File: config.mk
export PLATFORM = sky130hd
export DESIGN_NAME = decode_stage
export DESIGN_NICKNAME = d
export VERILOG_FILES = /design/src/rtl/decode_stage.sv
export SDC_FILE = /design/constraint.sdc
export NUM_CORES = 1
export LEC_CHECK = 0
export ABC_CLOCK_PERIOD_IN_PS = 1600
export CELL_PAD_IN_SITES_DETAIL_PLACEMENT = 1
export CELL_PAD_IN_SITES_GLOBAL_PLACEMENT = 2
export CORE_ASPECT_RATIO = 0.5
export CORE_MARGIN = 8
export CORE_UTILIZATION = 29
export DETAILED_ROUTE_END_ITERATION = 10
export PLACE_DENSITY_LB_ADDON = 0.08
export SLEW_MARGIN = 20
export SYNTH_ARGS = -nofsm -noshare
export SYNTH_HDL_FRONTEND = slang
export SYNTH_SLANG_ARGS = --single-unit
File: constraint.sdc
create_clock -name clk -period 1.6 [get_ports clk]
set_input_delay 0.24 -clock clk [delete_from_list [all_inputs] [get_ports clk]]
set_output_delay 0.24 -clock clk [all_outputs]
set_load 0.02 [all_outputs]
File: src/rtl/decode_stage.sv
// decode_stage: registered miniMips decode, 2-entry output buffer; DECODE_HAZARD_EN adds a load-use scoreboard
module decode_stage #(
  parameter int IMM_W    = 8,
  parameter int ALU_OP_W = 5,
  parameter int LOAD_LAT = 2,
  parameter int NUM_REGS = 4
) (
  input  logic                clk,
  input  logic                rst_n,
  input  logic                in_valid,
  output logic                in_ready,
  input  logic [8:0]          in_instr,
  input  logic                flush,
  output logic                out_valid,
  input  logic                out_ready,
  output logic [1:0]          r1,
  output logic [1:0]          r2,
  output logic [1:0]          w1,
  output logic [1:0]          w2,
  output logic                we1,
  output logic                we2,
  output logic [IMM_W-1:0]    imm,
  output logic [ALU_OP_W-1:0] alu_op,
  output logic                mem_write,
  output logic                mem_read,
  output logic                alu_bypass,
  output logic                alu_src
);
  localparam int DW = 8 + 2 + IMM_W + ALU_OP_W + 4;
  if (IMM_W < 4 || ALU_OP_W < 5 || LOAD_LAT < 1 || NUM_REGS != 4) begin : g_bad_param
    $error("decode_stage: illegal parameter set");
  end
  logic [2:0]          opc;
  logic [1:0]          d_r1, d_r2, d_w1, d_w2;
  logic                d_we1, d_we2, d_mw, d_mr, d_byp, d_src;
  logic [IMM_W-1:0]    d_imm;
  logic [ALU_OP_W-1:0] d_op;
  logic [3:0]          neg;
  logic [DW-1:0]       d_word, head, skid;
  logic                head_v, skid_v, hazard, push, pop;
  assign opc = in_instr[8:6];
  assign neg = 4'd0 - in_instr[3:0];
  always_comb begin
    d_r1  = '0;
    d_r2  = '0;
    d_w1  = '0;
    d_w2  = '0;
    d_we1 = 1'b0;
    d_we2 = 1'b0;
    d_mw  = 1'b0;
    d_mr  = 1'b0;
    d_byp = 1'b0;
    d_src = 1'b0;
    d_imm = '0;
    d_op  = '0;
    case (opc)
      3'd0: begin
        d_r1  = in_instr[3:2];
        d_r2  = in_instr[5:4];
        d_imm = IMM_W'(in_instr[1:0]);
        d_mw  = 1'b1;
        d_src = 1'b1;
      end
      3'd1: begin
        d_r1  = in_instr[3:2];
        d_w1  = in_instr[5:4];
        d_we1 = 1'b1;
        d_imm = IMM_W'(in_instr[1:0]);
        d_mr  = 1'b1;
        d_src = 1'b1;
      end
      3'd2: begin
        d_w2  = in_instr[5:4];
        d_we2 = 1'b1;
        d_imm = IMM_W'(in_instr[3:0]);
        d_op  = ALU_OP_W'(7);
        d_byp = 1'b1;
        d_src = 1'b1;
      end
      3'd3: begin
        d_r1  = in_instr[5:4];
        d_w2  = in_instr[5:4];
        d_we2 = 1'b1;
        d_byp = 1'b1;
        d_src = 1'b1;
        d_op  = in_instr[3] ? ALU_OP_W'(10) : ALU_OP_W'(11);
        d_imm = IMM_W'(in_instr[3] ? neg : in_instr[3:0]);
      end
      3'd4: begin
        d_byp = 1'b1;
        d_we2 = 1'b1;
        case (in_instr[5:4])
          2'd2: begin
            d_r1 = in_instr[1:0];
            d_r2 = in_instr[1:0];
            d_w2 = in_instr[3:2];
            d_op = ALU_OP_W'(3);
          end
          2'd3: begin
            d_r1  = in_instr[3:2];
            d_w1  = in_instr[3:2];
            d_r2  = in_instr[1:0];
            d_w2  = in_instr[1:0];
            d_we1 = 1'b1;
            d_op  = ALU_OP_W'(2);
          end
          default: begin
            d_r1 = in_instr[3:2];
            d_w2 = in_instr[3:2];
            d_r2 = in_instr[1:0];
            d_op = ALU_OP_W'(in_instr[4]);
          end
        endcase
      end
      3'd5: begin
        d_byp = 1'b1;
        if (in_instr[5:4] == 2'd0) begin
          d_r1 = in_instr[3:2];
          d_r2 = in_instr[1:0];
          d_op = ALU_OP_W'(12);
        end else begin
          d_r2  = in_instr[1:0];
          d_w2  = in_instr[1:0];
          d_we2 = in_instr[5:4] == 2'd3 && in_instr[3:2] != 2'd3;
          case (in_instr[5:2])
            4'b0100: d_op = ALU_OP_W'(13);
            4'b0101: d_op = ALU_OP_W'(14);
            4'b0110: d_op = ALU_OP_W'(15);
            4'b0111: d_op = ALU_OP_W'(16);
            4'b1000: d_op = ALU_OP_W'(17);
            4'b1010: d_op = ALU_OP_W'(18);
            4'b1100: d_op = ALU_OP_W'(4);
            4'b1101: d_op = ALU_OP_W'(5);
            4'b1110: d_op = ALU_OP_W'(6);
            4'b1111: d_op = ALU_OP_W'(20);
            default: d_op = ALU_OP_W'(19);
          endcase
        end
      end
      default: begin
        d_r1  = in_instr[3:2];
        d_r2  = in_instr[1:0];
        d_w2  = in_instr[5:4];
        d_we2 = 1'b1;
        d_byp = 1'b1;
        d_op  = in_instr[6] ? ALU_OP_W'(8) : ALU_OP_W'(9);
      end
    endcase
  end
  assign d_word = {d_r1, d_r2, d_w1, d_w2, d_we1, d_we2, d_imm, d_op, d_mw, d_mr, d_byp, d_src};
`ifdef DECODE_HAZARD_EN
  localparam int CW = $clog2(LOAD_LAT + 1);
  logic [CW-1:0] cnt [NUM_REGS];
  logic          use_r1, use_r2;
  assign use_r1 = opc != 3'd2 && !(opc == 3'd5 && in_instr[5:4] != 2'd0);
  assign use_r2 = opc == 3'd0 || opc[2];
  assign hazard = (use_r1 && cnt[d_r1] != '0) || (use_r2 && cnt[d_r2] != '0);
  always_ff @(posedge clk or negedge rst_n)
    if (!rst_n)
      for (int k = 0; k < NUM_REGS; k++) cnt[k] <= '0;
    else
      for (int k = 0; k < NUM_REGS; k++)
        if (in_valid && in_ready && opc == 3'd1 && d_w1 == 2'(k)) cnt[k] <= CW'(LOAD_LAT);
        else if (cnt[k] != '0) cnt[k] <= cnt[k] - 1'b1;
`else
  assign hazard = 1'b0;
`endif
  assign in_ready  = !skid_v && !hazard;
  assign push      = in_valid && in_ready && !flush;
  assign pop       = head_v && out_ready;
  assign out_valid = head_v;
  assign {r1, r2, w1, w2, we1, we2, imm, alu_op, mem_write, mem_read, alu_bypass, alu_src} = head;
  always_ff @(posedge clk or negedge rst_n)
    if (!rst_n) begin
      head_v <= 1'b0;
      skid_v <= 1'b0;
      head   <= '0;
      skid   <= '0;
    end else if (flush) begin
      head_v <= 1'b0;
      skid_v <= 1'b0;
    end else if (pop) begin
      head_v <= skid_v || push;
      skid_v <= 1'b0;
      if (skid_v) head <= skid;
      else if (push) head <= d_word;
    end else if (push) begin
      if (head_v) begin
        skid   <= d_word;
        skid_v <= 1'b1;
      end else begin
        head   <= d_word;
        head_v <= 1'b1;
      end
    end
endmodule
Word level (Yosys, flattened, before mapping)
Memories as Yosys holds them, arrays and structs flattened.
Index checks and enable logic that the tools add are counted.
{"block": "classes", "n_addsub": 1, "n_eq_ne": 9, "mux": 36, "bitwise_logic": 2, "n_reduce_logical": 19}
{"op": "2-to-1 mux 27 bit", "count": 5}
{"op": "one-hot mux 5 bit (5 select lines)", "count": 1}
{"op": "2-to-1 mux 1 bit", "count": 15}
{"op": "one-hot mux 2 bit (2 select lines)", "count": 3}
{"op": "one-hot mux 4 bit (3 select lines)", "count": 1}
{"op": "2-to-1 mux 2 bit", "count": 5}
{"op": "one-hot mux 2 bit (4 select lines)", "count": 1}
{"op": "AND reduction 4 bit", "count": 2}
{"op": "equality test 3 x 2 -> 1 bit (second input constant)", "count": 2}
{"op": "equality test 3 bit (second input constant)", "count": 2}
{"op": "one-hot mux 2 bit (3 select lines)", "count": 1}
{"op": "nonzero test 3 bit", "count": 2}
{"op": "2-to-1 mux 5 bit", "count": 1}
{"op": "equality test 2 bit (second input constant)", "count": 2}
{"op": "logical AND 1 bit", "count": 4}
{"op": "2-to-1 mux 4 bit", "count": 1}
{"op": "one-hot mux 1 bit (2 select lines)", "count": 2}
{"op": "nonzero test 2 bit", "count": 2}
{"op": "OR reduction 4 bit", "count": 1}
{"op": "subtractor 1 x 4 -> 4 bit (first input constant)", "count": 1}
{"op": "equality test 3 x 1 -> 1 bit (second input constant)", "count": 1}
{"op": "logical NOT 3 bit", "count": 1}
{"op": "OR reduction 3 bit", "count": 1}
{"op": "logical NOT 1 bit", "count": 2}
{"op": "other kinds (7)", "count": 8}
{"block": "totals", "ff_bits": 56, "romBits": 80, "in_bits": 14, "output_inout_bits": 29, "word_cells": 72, "n_memories": 1}
{"memory": "(no name shown)", "depth": 16, "word_bits": 5, "read_ports": 1, "rd_ports_with_merged_regs": 0, "write_ports": 0, "line_no": "125", "rtl": "case (in_instr[5:2])"}

Depth between registers and ports, before layout
Gate-level depths: netlist of run 1.
{"block": "depth", "word_depth": 7, "ltp_mapped": 7, "depth_no_buf": 6}

Worst setup path before layout of run 1
No wires, ideal clock.
{"block": "synth_path", "path_type": "in2reg", "startpoint": "input in_instr[4]", "endpoint": "register skid[4]", "t_arrival_ns": 1.524, "required_ns": 1.518, "setup_slack_ns": -0.005, "path_stages": 7, "path_buffers": 1, "path_cell_list": "clkbuf_1 -> inv_1 -> ha_1 -> and4bb_2 -> a21boi_1 -> nand2_1 -> a31oi_1"}
{"block": "synth_between", "elab_chain_cells": 3, "word_cells_on_any_way": 7, "classes_between": "eq/ne: 2; mux: 3; reduce/logical: 1; memory: 1"}
{"element": "start, declared", "line_no": "12", "rtl": "input logic [8:0] in_instr,"}
{"element": "memory (16 x 5 bit) (tied with other cells)"}
{"element": "2-to-1 mux 5 bit / one-hot mux 2 bit (2 select lines) (equally long branches)", "line_no": "117, 92"}
{"element": "one-hot mux 5 bit (5 select lines) (*)", "line_no": "56", "rtl": "case (opc)"}
{"element": "end signal, assigned", "line_no": "189", "rtl": "skid <= d_word;"}
{"element": "end, declared", "line_no": "39", "rtl": "logic [DW-1:0] d_word, head, skid;"}
Mark *: on every way between the ends. The rest lies on a longest branch, timed or not.
A chain may end at the register's enable or synchronous reset.

Worst setup path after layout of run 1
{"block": "layout_path", "startpoint": "register skid_v", "endpoint": "register head[12]"}
{"block": "layout_between", "elab_chain_cells": 5, "word_cells_on_any_way": 8, "classes_between": "mux: 2; reduce/logical: 6"}
{"element": "start, declared", "line_no": "40", "rtl": "logic head_v, skid_v, hazard, push, pop;"}
{"element": "start signal, assigned", "line_no": "176", "rtl": "skid_v <= 1'b0;"}
{"element": "start signal, assigned", "line_no": "181", "rtl": "skid_v <= 1'b0;"}
{"element": "start signal, assigned", "line_no": "184", "rtl": "skid_v <= 1'b0;"}
{"element": "logical NOT 1 bit", "line_no": "168", "rtl": "assign in_ready = !skid_v && !hazard;"}
{"element": "logical AND 1 bit (2 in series)", "line_no": "169", "rtl": "assign push = in_valid && in_ready && !flush;"}
{"element": "nonzero test 2 bit (no source line)"}
{"element": "AND reduction 4 bit (no source line)"}
{"element": "end signal, assigned", "line_no": "185", "rtl": "if (skid_v) head <= skid;"}
{"element": "end signal, assigned", "line_no": "186", "rtl": "else if (push) head <= d_word;"}
{"element": "end signal, assigned", "line_no": "192", "rtl": "head <= d_word;"}
{"element": "end, declared", "line_no": "39"}
Several ways; a longest one is shown, not always the timed one.

==> summary.md, run 1 <==
| Metric | Value |
|---|---|
| Capturing element type of the critical path | `flip-flop` |
| Complex-gate fraction of the synthesized area | `0.240` |
| Routed len/inst | `between 15 and 20 um` |
| Combinational family with the most area after synthesis | `compound AO/OA/AOI/OAI gates` |
| Worst endpoint data arrival time | `approximately 1.7 ns` |
| Most common cell after layout, fill and taps aside | `buf_4` |
| TritonCTS clock tree | `done` |
| Via-per-instance ratio | `4.92` |
| # nets final | `a little over 400` |
| Max-slew violations | `0` |
| GRT overflow | `0` |
| Total Wirelength | `around 8600 um` |
| IO Port Bufs | `38` |
| Filler cell count in the final layout | `roughly 1100` |
| Run status | `finished clean` |
| Worst skew pair latency | `0.29 ns` |
| Number of warnings reported in the yosys synthesis log | `0` |
| Post-synth ARST share | `1.00` |
| Start point of the worst min-delay path | `out_ready` |
| Clock tree root buffer cell | `clkbuf_16` |
| Number of levels the H-tree was split into | `2` |
| Pwr/cell area | `~940 nW/um^2` |
| Area taken by multi-input logic gates | `roughly 1400 um^2` |
| R2r startpoint | `skid_v$_DFFE_PN0P_` |
| Utilization of the core after routing | `0.417` |
| WHS Endpoint | `skid_v$_DFFE_PN0P_` |
| Worst path required time | `between 1.5 and 2 ns` |
| Hold Path Depth | `3` |
| Kind of start point of the critical path | `flip-flop` |
| Area of the placeable core | `9260 um^2` |
| Avg Inst Size Synth | `~9.0 um^2` |
| Seq. cell area | `roughly 1200 um^2` |
| Number of top-level pins | `43` |
| Mux cell area share after synthesis | `0.0116` |
| Final setup violation count | `0` |
| Simple-gate area share of the yosys netlist | `0.199` |
| Area enclosed by the die boundary | `around 13000 um^2` |
| GP Congestion | `roughly 0.85` |
| DP HPWL | `6340 um` |
| Die Ht | `roughly 84 um` |
| Largest vdd supply drop | `around 0.38 mV` |
| Total number of vias | `between 2000 and 2500` |
| Post-layout min period | `approximately 1.5 ns` |
| TritonCTS Sinks | `48` |
| Overall routing resource usage | `0.140` |
| Unrepaired setup endpoints after global routing | `yes` |
| Xor/xnor share of the synthesized area | `0.00324` |
| Crit Path Category | `flip-flop to flip-flop` |
| CTS clock-pin slew for the worst setup and hold paths | `around 0.06 ns` |
| Lkg Pwr | `approximately 1.8 nW` |
| Mapped Area | `around 2700 um^2` |
| Seq cells post-synth | `48` |
| Starting density of the core | `0.292` |
| Number of setup buffers added after CTS | `0` |
| Detailed Routing Iterations Pass 1 | `4` |
| Crit Reg-Reg Endpoint | `head[12]$_DFFE_PN0P_` |
| Final antenna diode count | `0` |
| Timing-limited maximum frequency | `0.651 GHz` |
| Worst R2R Path Depth | `5` |
| Synthesized netlist cell count | `between 300 and 400` |
| Inserted Clock Buffers | `5` |
| Proportion of layout cells with a drive suffix above 1 | `0.242` |
| Post-route ant nets | `0` |
| Global-route wire length before repair | `14800 um` |
| Maximum root-to-sink buffer count | `2` |
| Fraction of the yosys area taken by sequential cells | `0.445` |
| Most frequent cells in the layout | `52 x buf_4, 49 x nand2_1, 48 x dfrtp_1` |
| Fin Clk Skew | `roughly 0.0063 ns` |
| Number of distinct library cells after synthesis | `48` |
| Final cycle utilization of the critical path | `0.960` |
| CP Max Fanout | `4` |
| Cell row count | `25` |
| Hold slack final | `0.343 ns` |
| Vias in the first global route | `~2800` |
| Number of enable flip-flop cells after synthesis | `0` |
| Hold WC Path Type | `input pin to flip-flop` |
| Adder-Cell Fraction of Synth Area | `0.0371` |
| Detailed Route Iter0 Violations | `around 120` |
| Maximum capacitance violations | `0` |
| Total power draw | `between 3 and 4 mW` |
| Maximum number of pins on one net before global-route repair | `a little under 50` |
| Area growth from synthesis to layout | `42.9%` |
| Remaining DRCs | `0` |
| Most used flip-flop cell after synthesis | `dfrtp_1` |
| Reg2Reg Setup Slack | `approximately 0.064 ns` |
| Number of antenna violations at the first check in global routing | `0` |
| Horizontal extent of the die | `approximately 150 um` |
| Setup TNS | `0 ns` |
| Count of final hold-check violations | `0` |
-- worst max-delay path by stage --
stage,start,end,slack (ns)
after floorplan,in_instr[5],skid[4]$_DFFE_PN0P_,0.07
after global placement,in_instr[8],head[8]$_DFFE_PN0P_,-0.45
after detailed placement,in_instr[8],head[8]$_DFFE_PN0P_,-0.46
after CTS,in_instr[4],head[19]$_DFFE_PN0P_,0.0009
after global routing,in_instr[2],skid[4]$_DFFE_PN0P_,-0.002
final,skid_v$_DFFE_PN0P_,head[12]$_DFFE_PN0P_,0.06
-- routing by layer --
metal | vias to the layer above | track usage | share of wire
li1 | 1223 | - | -
met1 | 1229 | 0.190 | 0.52
met2 | 34 | 0.224 | 0.44
met3 | 5 | 0.0369 | 0.036
met4 | 0 | 0.0187 | 0.0037
met5 | - | 0 | 0
-- through the flow --
stage / instance area (um^2) / std cells / setup slack (ns)
detailed placement: 3610 / 498 / -0.459
global placement: 3610 / 498 / -0.451
floorplan: 2710 / 304 / 0.0684
finish: 3860 / 506 / 0.0644
global route: 3860 / 506 / -0.00236
CTS: 3820 / 506 / 0.000898
-- where the power goes --
part           internal [mW]  switching (mW)
clock network          0.570           0.463
logic                  0.497           0.548
registers               1.43           0.112
-- repair_timing --
action / CTS / global route
hold buffers: 1 / 0
gates resized for setup: 20 / 13
endpoints found under the setup margin: 23 / 18
pin swaps: 3 / 4
hold endpoints to repair: 48 / 0
-- state kept, by name (all words and copies together), names as in the netlist --
name	flops
head	23
skid	23
out_valid	1
skid_v	1
-- synthesized netlist by cell type (all sizes together) (3+ instances only) --
| master | number | area, um^2 |
|---|---|---|
| o21ai | 31 | 155 |
| a21o | 3 | 22.5 |
| o211ai | 6 | 45.0 |
| dfrtp | 48 | 1200 |
| nand2b | 9 | 63.8 |
| nor2 | 14 | 52.6 |
| nand2 | 50 | 188 |
| inv | 9 | 33.8 |
| a22oi | 3 | 22.5 |
| a211oi | 4 | 35.0 |
| or3 | 4 | 25.0 |
| clkbuf | 5 | 18.8 |
| a31oi | 5 | 31.3 |
| a21oi | 18 | 90.1 |
| nor3 | 7 | 35.0 |
| ha | 8 | 100 |
| a32oi | 4 | 35.0 |
| nor2b | 9 | 56.3 |
| o31ai | 7 | 77.6 |
| buf | 20 | 119 |
| nand3 | 8 | 40.0 |
-- cells by family (layout without fill, tap and decap cells) --
logic type | Yosys count | after routing
mux | 3 | 3
compound gates | 96 | 96
simple gates | 110 | 110
buf+inv | 34 | 115
fa+ha+maj | 8 | 8
xor+xnor | 1 | 1
other cells | 1 | 4
flops | 48 | 48
-- worst max-delay path: stages, from the launching register on --
cell      delay (ns)
dfrtp_1         0.38
nand2b_4        0.15
buf_12          0.13
a211oi_2        0.24
buf_4           0.19
mux2_2          0.33
-- area by class of cell --
| type | count | share of cell area |
|---|---|---|
| clock buffer | 6 | 0.0334 |
| clock inverter | 1 | 0.00130 |
| inverter | 9 | 0.00875 |
| multi-input combinational | 222 | 0.369 |
| sequential | 48 | 0.311 |
| tap | 121 | 0.0392 |
| timing repair buffer | 99 | 0.237 |
No activity file was read; power rests on OpenSTA's default activity.
==> inputs of run 2 (changes only) <==
SKIP_CTS_REPAIR_TIMING = 1   (was default)
==> run 2 against run 1 <==
- worst setup slack better by 0.0058 ns
- non-clock buffer count is the same
- clock skew down 0.0016 ns
- critical endpoint unchanged
- sequential share of layout area did not move
- flip-flop and latch count unchanged
- critical path type unchanged
- register-to-register slack about the same
- final area did not move
- critical path depth stayed put
- maximum frequency grew 0.38%
- largest power group unchanged
==> summary.md, run 2 (same netlist as run 1, synthesis figures left out) <==
| Metric | Value |
|---|---|
| Via-per-instance ratio | `4.90 (was 4.92)` |
| Setup TNS | `0 ns (unchanged)` |
| Most frequent cells in the layout | `53 x buf_4, 49 x nand2_1, 48 x dfrtp_1 (was 52 x buf_4, 49 x nand2_1, 48 x dfrtp_1)` |
| TritonCTS Sinks | `48 (unchanged)` |
| Lkg Pwr | `1.81 nW (was 1.77 nW)` |
| Total Wirelength | `8580 um (was 8560 um)` |
| Final setup violation count | `0 (unchanged)` |
| Total power draw | `3.61 mW (was 3.62 mW)` |
| Starting density of the core | `0.292 (unchanged)` |
| Post-route ant nets | `0 (unchanged)` |
| Horizontal extent of the die | `152 um (unchanged)` |
| Die Ht | `84.2 um (unchanged)` |
| Number of top-level pins | `43 (unchanged)` |
| Routed len/inst | `17.0 um (was 16.9 um)` |
| Kind of start point of the critical path | `flip-flop (unchanged)` |
| Global-route wire length before repair | `14700 um (was 14800 um)` |
| Biggest regs | `head: 23 flops, skid: 23 flops (unchanged)` |
| Unrepaired setup endpoints after global routing | `no (was yes)` |
| Crit Path Category | `flip-flop to flip-flop (unchanged)` |
| Pwr/cell area | `935 nW/um^2 (was 937 nW/um^2)` |
| Maximum root-to-sink buffer count | `2 (unchanged)` |
| Number of levels the H-tree was split into | `2 (unchanged)` |
| Area enclosed by the die boundary | `12800 um^2 (unchanged)` |
| Timing-limited maximum frequency | `0.654 GHz (was 0.651 GHz)` |
| Max-slew violations | `0 (unchanged)` |
| Capturing element type of the critical path | `flip-flop (unchanged)` |
| Most common cell after layout, fill and taps aside | `buf_4 (unchanged)` |
| GRT overflow | `0 (unchanged)` |
| Detailed Route Iter0 Violations | `129 (was 115)` |
| Maximum capacitance violations | `0 (unchanged)` |
| Fin worst setup slack | `0.0702 ns (was 0.0644 ns)` |
| Worst skew pair latency | `0.29 ns (about the same)` |
| GP Congestion | `0.845 (unchanged)` |
| IO Port Bufs | `38 (unchanged)` |
| Fin Clk Skew | `0.00473 ns (was 0.00629 ns)` |
| TritonCTS clock tree | `done (unchanged)` |
| Overall routing resource usage | `0.139 (was 0.140)` |
| Area of the placeable core | `9260 um^2 (unchanged)` |
| Cell row count | `25 (unchanged)` |
| Final cycle utilization of the critical path | `0.956 (was 0.960)` |
| # nets final | `407 (unchanged)` |
| Maximum number of pins on one net before global-route repair | `49 (unchanged)` |
| CTS clock-pin slew for the worst setup and hold paths | `0.06 ns (about the same)` |
| Post-layout min period | `1.53 ns (was 1.54 ns)` |
| Count of final hold-check violations | `0 (unchanged)` |
| DP HPWL | `6340 um (unchanged)` |
| Worst Setup Slack post-DPL | `-0.459 ns (unchanged)` |
| Area growth from synthesis to layout | `42.9% (unchanged)` |
| Worst endpoint data arrival time | `1.70 ns (was 1.71 ns)` |
| Detailed Routing Iterations Pass 1 | `4 (unchanged)` |
| Utilization of the core after routing | `0.417 (unchanged)` |
| Remaining DRCs | `0 (unchanged)` |
| Total number of vias | `2481 (was 2491)` |
| CP Max Fanout | `4 (unchanged)` |
| Proportion of layout cells with a drive suffix above 1 | `0.239 (was 0.242)` |
| Worst path required time | `1.77 ns (about the same)` |
| Final antenna diode count | `0 (unchanged)` |
| Largest vdd supply drop | `0.379 mV (was 0.378 mV)` |
| Number of antenna violations at the first check in global routing | `0 (unchanged)` |
| Run status | `finished clean (unchanged)` |
| Inserted Clock Buffers | `5 (unchanged)` |
| Vias in the first global route | `2779 (was 2804)` |
| Filler cell count in the final layout | `1075 (was 1083)` |
| Clock tree root buffer cell | `clkbuf_16 (unchanged)` |
| Hold WC Path Type | `input pin to flip-flop (unchanged)` |
==> run 2: changes by cell type in the layout (fill, tap and decap cells not counted), sizes merged <==
cell / previous run / this run
dlygate4sd2: 6 / 0
dlymetal6s2s: 5 / 11
==> run 2: metrics by stage <==
stage               cells  cell area, um^2  hold slack [ns]
floorplan             304             2710          -0.0556
global placement      498             3610            0.249
detailed placement    498             3610            0.259
CTS                   505             3750          -0.0508
global route          506             3860            0.387
finish                506             3860            0.343
==> run 2: path summary, 6_finish.rpt <==
path / cells past startpoint / slack, ns / end / from
worst max-delay path: 5 / 0.07 / head[12]$_DFFE_PN0P_ / skid_v$_DFFE_PN0P_
worst min-delay path: 3 / 0.34 / skid_v$_DFFE_PN0P_ / out_ready
worst max register to register: 5 / 0.07 / head[12]$_DFFE_PN0P_ / skid_v$_DFFE_PN0P_
worst min register to register: 2 / 0.48 / skid[11]$_DFFE_PN0P_ / skid[11]$_DFFE_PN0P_
max in group asynchronous: 3 / 0.87 / skid_v$_DFFE_PN0P_ / rst_n
min in group asynchronous: 3 / 0.49 / head[1]$_DFFE_PN0P_ / rst_n
==> run 2: area by class of cell <==
type	count	area, um^2	area share
Multi-Input combinational cell	222	1410	0.364
Sequential cell	48	1200	0.311
Timing Repair Buffer	99	933	0.242
Tap cell	121	151	0.0392
Clock buffer	6	129	0.0334
Inverter	9	33.8	0.00875
Clock inverter	1	5.00	0.00130
==> run 2: layer usage <==
metal / global-route usage / part of all wire / up-vias
met5: 0 / 0 / -
li1: - / - / 1227
met2: 0.222 / 0.43 / 36
met4: 0.0196 / 0.0022 / 0
met1: 0.190 / 0.52 / 1216
met3: 0.0364 / 0.040 / 2
==> run 2: worst max-delay path, stage by stage (launching register included) <==
cell and delay [ns]:
dfrtp_1 0.38, nand2b_4 0.15, buf_12 0.12, a211oi_2 0.24, buf_4 0.19, mux2_2 0.33
==> run 2: where the power goes <==
part / internal (mW) / switching (mW) / total, mW
clock: 0.570 / 0.460 / 1.03
sequential: 1.43 / 0.112 / 1.54
combinational: 0.498 / 0.544 / 1.04
==> variant 1 (config.mk and constraints of run 1) <==
The option `DECODE_HAZARD_EN` is turned on by a define.
--- a/src/rtl/decode_stage.sv
+++ b/src/rtl/decode_stage.sv
@@ -1,3 +1,5 @@
 // decode_stage: registered miniMips decode, 2-entry output buffer; DECODE_HAZARD_EN adds a load-use scoreboard
+`define DECODE_HAZARD_EN
+
 module decode_stage #(
   parameter int IMM_W    = 8,
Function: changed (a bounded check fails within 4 cycles, from zero or initial values and one cycle with rst_n low).
==> variant 1 against run 1 <==
The flow now finishes with violations (negative setup slack). Total power rose by 73%. Worst setup slack got worse by 960 ps. Routed wire length rose by 28%. Design area rose by 36%. Clock skew rose by 1.5 ps. Sequential cell count rose by 8. Area after synthesis rose by 29%. Global-route usage rose by 0.45 points. Largest power group is now combinational cells.
==> variant 1: results (changes against run 1) <==
Worst-path clk slew 70 ps; setup slack after layout -892.6 ps (-957.0 ps); post-synthesis mux area share 0.2012 (+0.1896); root buf cell clkbuf_16; Slew headroom 0.5748; critical path data arrival time 2680 ps (+970 ps); vias in the first global route 3,324 (+19%); Peak VDD IR 0.5804 mV (+54%); first-pass GRT wire length 18,160 um (+23%); dpl hpwl 8029 um (+27%); n_diodes 0 (unchanged); post-synthesis sequential area ratio 0.4017 (-0.04293); Hold WC Path Type in -> async; top cells by area, synth dfrtp_1, mux2_4, mux2_2; Finish-stage setup viols 57 (+57); overall fraction of global-route tracks in use 0.1442 (+0.004484); WL/cell 17.13 um (+1.2%); port bufs 38 (unchanged); initial antenna violation count 0 (unchanged); crit path max fanout 5 (+1); share of layout cells above drive strength 1 0.4139 (+0.1723); via count 2,995 (+20%); Pleak 2.538 nW (+43%); Netlist cell types 54 (+13%); TNS Setup -46,850 ps (-46,850 ps); Top Registers head x23, skid x23, cnt x8; Synth Area in Compound Gates 0.1306 (-0.1094); status finished with violations; Post-synth ARST share 1.000 (unchanged); First DRT Iteration DRCs 96 (-17%); Nets 504 (+24%); most frequent cells after synthesis dfrtp_1, nor2_1, nand2_1, inv_1, a21oi_1; gp weighted congestion 0.7989 (-5.5%); Max clock buf depth 2 (unchanged); Synth Area in Adders 0.05380 (+0.01675); Ys Warns 0 (unchanged); failing checks negative setup slack; largest net degree at the start of global routing 57 (+16%); Clock Latency Late Sink 310 ps (+20 ps); xor and xnor area share after synthesis 0.01255 (+0.009312); Worst Skew 7.765 ps (+1.471 ps); htree depth 2 (unchanged); cts bufs inserted 5 (unchanged); Pre-antenna DRT Iters 4 (unchanged)
==> variant 1: changes by cell type in the layout (fill, tap and decap cells not counted), sizes merged, moves of 10 or more <==
cell | before | now
o21ai | 31 | 13
nand2 | 50 | 29
nor2 | 14 | 41
inv | 9 | 27
buf | 61 | 108
mux2 | 1 | 44
mux2i | 2 | 12
==> variant 1: area by class of cell <==
| class | count | area (um2) |
|---|---|---|
| Fill cell | 1292 | 6521 |
| Multi-Input combinational cell | 244 | 2112 |
| Sequential cell | 56 | 1401 |
| Timing Repair Buffer | 142 | 1272 |
| Tap cell | 165 | 206.4 |
| Clock buffer | 5 | 125.1 |
| Inverter | 26 | 110.1 |
| Clock inverter | 3 | 22.52 |
==> variant 1: final timing paths <==
path                             startpoint  endpoint  slack [ps]  cells past startpoint
max in group asynchronous             rst_n    cnt[6]         860                      3
worst max-delay path            in_instr[7]   skid[8]        -890                     11
worst min-delay path                  rst_n   skid[8]         450                      3
min in group clk                    skid[6]   skid[6]         490                      2
worst max register to register       cnt[0]   head[1]        -620                      8
worst min register to register      skid[6]   skid[6]         490                      2
==> variant 1: power by group <==
group | total [mW] | internal, mW | switching (mW) | leakage, nW
clock network | 1.17 | 0.589 | 0.579 | 0.0742
logic | 2.99 | 1.64 | 1.35 | 1.74
registers | 2.10 | 1.85 | 0.244 | 0.721
total | 6.25 | 4.09 | 2.17 | 2.54
==> variant 1: cells by family (layout without fill, tap and decap cells) <==
kind of cell / after synthesis / count (layout)
AO/OA/AOI/OAI: 61 / 61
XOR/XNOR: 5 / 5
adder cells (fa/ha/maj): 15 / 15
buffers and inverters: 46 / 176
flip-flops: 56 / 56
multiplexers: 57 / 57
other: 1 / 4
AND/OR/NAND/NOR: 102 / 102
==> variant 1: critical path: stages <==
cell	delay (ps)
dlygate4sd2_1	240
inv_2	70
ha_4	320
nand4_1	120
o211ai_2	140
mux4_2	580
buf_6	150
o2111ai_4	220
buf_6	150
buf_12	130
mux2_4	300
==> variant 1: per-layer routing <==
metal  vias up  share of wire  global-route usage  wire [um]
met2        41           0.46              0.2342       5038
li1       1444              -                   -          -
met5         -              0                   0          0
met3        11          0.037             0.03069        408
met1      1499           0.49              0.1962       5419
met4         0          0.010             0.02660        113
==> variant 1: stage by stage <==
| step | cell area (um2) | std cells | setup WS, ps |
|---|---|---|---|
| finish | 5250 | 641 | -892.6 |
| global route | 5250 | 641 | -999.1 |
| CTS | 5245 | 640 | -981.8 |
| detailed placement | 4742 | 615 | -1726 |
| global placement | 4742 | 615 | -1702 |
| floorplan | 3626 | 346 | -1043 |
==> variant 1: timing repair <==
action,in CTS,in global routing
cloned,2,0
hold endpoints to repair,56,0
hold buffers,1,0
pin swaps,15,9
setup endpoints to repair,58,57
buffers inserted,15,5
gates resized for setup,71,16
==> variant 2 (flow settings as in run 1) <==
Without the edit above. The parameter `ALU_OP_W` goes from 5 to 10.
--- a/src/rtl/decode_stage.sv
+++ b/src/rtl/decode_stage.sv
@@ -2,5 +2,5 @@
 module decode_stage #(
   parameter int IMM_W    = 8,
-  parameter int ALU_OP_W = 5,
+  parameter int ALU_OP_W = 10,
   parameter int LOAD_LAT = 2,
   parameter int NUM_REGS = 4
Ports: changed (resized alu_op); port bits go from 43 to 48. No check against the original RTL was run, so the function may have changed too.
==> variant 2 against run 1 <==
Design area is 3.2% higher. Largest power group unchanged. Area after synthesis is 1.4% higher. Routed wire length is 1.8% higher. Sequential cell count stayed put. Clock power is 25% higher. Count of clock-buffer cells in the layout is 1 higher. Critical path type unchanged. Worst setup slack worse by 14 ps. Total power is 8.2% higher. Fmax is 0.90% lower.
==> variant 2: results (changes against run 1) <==
First DRT Iteration DRCs 83 (-28%); CP max stage cell dfrtp_1; crit path max fanout 6 (+2); Top power group registers; Setup Buffers After CTS 0 (unchanged); largest net degree at the start of global routing 36 (-27%); Clock Latency Late Sink 290 ps (about the same); Syn Inst Count 306 (+1.7%); via count 2,527 (+1.4%); vias in the first global route 2,807 (+0.11%); Tmin final 1550 ps (+13.97 ps); status finished clean; Netlist cell types 48 (unchanged); Hold WC Path Type in -> reg; most frequent cells after synthesis nand2_1, dfrtp_1, o21ai_1, a21oi_1; CP max stage delay 430 ps (+50 ps); Worst-path clk slew approximately 70 ps; R2R depth 6 (+1); Nets 419 (+2.9%); port bufs 38 (unchanged); Worst Skew 3.620 ps (-2.674 ps); pre-CTS setup slack -460.7 ps (-2.156 ps); Pre-antenna DRT Iters 4 (unchanged); Ys Warns 0 (unchanged); Sw Pwr 1.155 mW (+2.9%); Reg-to-Reg End head[26]; overall fraction of global-route tracks in use 0.1412 (+0.001531); post_cts resized 16 (-20%); n_diodes 0 (unchanged); first-pass GRT wire length 14,790 um (about the same); post-synthesis sequential area ratio 0.4386 (-0.006094); wirelength, routed 8715 um (+1.8%); fillers 1,093 (+0.92%); Cells after DPL 510 (+2.4%); Critical Path Start skid_v; htree depth 2 (unchanged); dpl hpwl 6707 um (+5.7%); critical path data arrival time 1730 ps (+20 ps); top cells by area, synth dfrtp_1, nand2_1, o21ai_1; hold_buf cts 1 (unchanged); Pleak 1.822 nW (+3.0%); Clk. pwr 1.29 mW (+25%); Crit. End Element flip-flop; gp weighted congestion 0.8134 (-3.8%); cts bufs inserted 5 (unchanged); Post-synth ARST share 1.000 (unchanged); root buf cell clkbuf_16; Top Registers head x23, skid x23; share of layout cells above drive strength 1 0.2714 (+0.02980); Peak VDD IR 0.3792 mV (+0.39%); WL/cell 16.79 um (-0.77%); Max clock buf depth 2 (unchanged); P_comb roughly 1.1 mW; initial antenna violation count 0 (unchanged)
==> variant 2: worst max-delay path: cells and delay by family, from the launching register on <==
kind / cells / cell delay, ps
AO/OA/AOI/OAI: 3 / 490
AND/OR/NAND/NOR: 1 / 190
flip-flops: 1 / 430
buffers and inverters: 2 / 320
==> variant 2: layout make-up <==
cell class	instances	share of cell area
multi-input combinational	227	0.3713
sequential	48	0.3016
timing repair buffer	106	0.2347
clock buffer	7	0.03833
tap	121	0.03801
inverter	9	0.008483
clock inverter	1	0.007540
==> variant 2: cells by family (layout without fill, tap and decap cells) <==
logic type	Yosys count	in the layout	synth area share
xor+xnor	1	1	0.003198
mux	3	3	0.01142
fa+ha+maj	8	8	0.03655
compound gates	96	96	0.2366
other cells	1	9	0.001369
simple gates	110	110	0.1960
buf+inv	39	123	0.07629
flops	48	48	0.4386
==> variant 2: worst min-delay path by stage <==
stage / start / end / slack, ps / depth (start not counted)
floorplan: rst_n / head[0] / -60 / 0
global placement: rst_n / head[14] / 210 / 1
detailed placement: rst_n / head[14] / 210 / 1
CTS: rst_n / head[6] / 440 / 2
global route: in_instr[0] / skid[14] / 410 / 4
finish: in_instr[0] / skid[14] / 380 / 4
==> variant 2: metal layers <==
metal	GRT usage	wire [um]	up-vias
met5	0	0	-
met4	0.03177	68	0
met1	0.1801	4224	1231
met2	0.2341	4008	41
li1	-	-	1248
met3	0.03893	414	7
==> variant 2: through the flow <==
stage	power [mW]	hold WS [ps]	instance area, um2	TNS, ps
global placement	2.589	206.1	3661	-10790
detailed placement	2.625	210.6	3661	-12710
CTS	3.950	440.7	3885	0
floorplan	2.082	-55.59	2770	0
finish	3.912	385.0	3983	0
global route	4.149	406.0	3983	-21.30
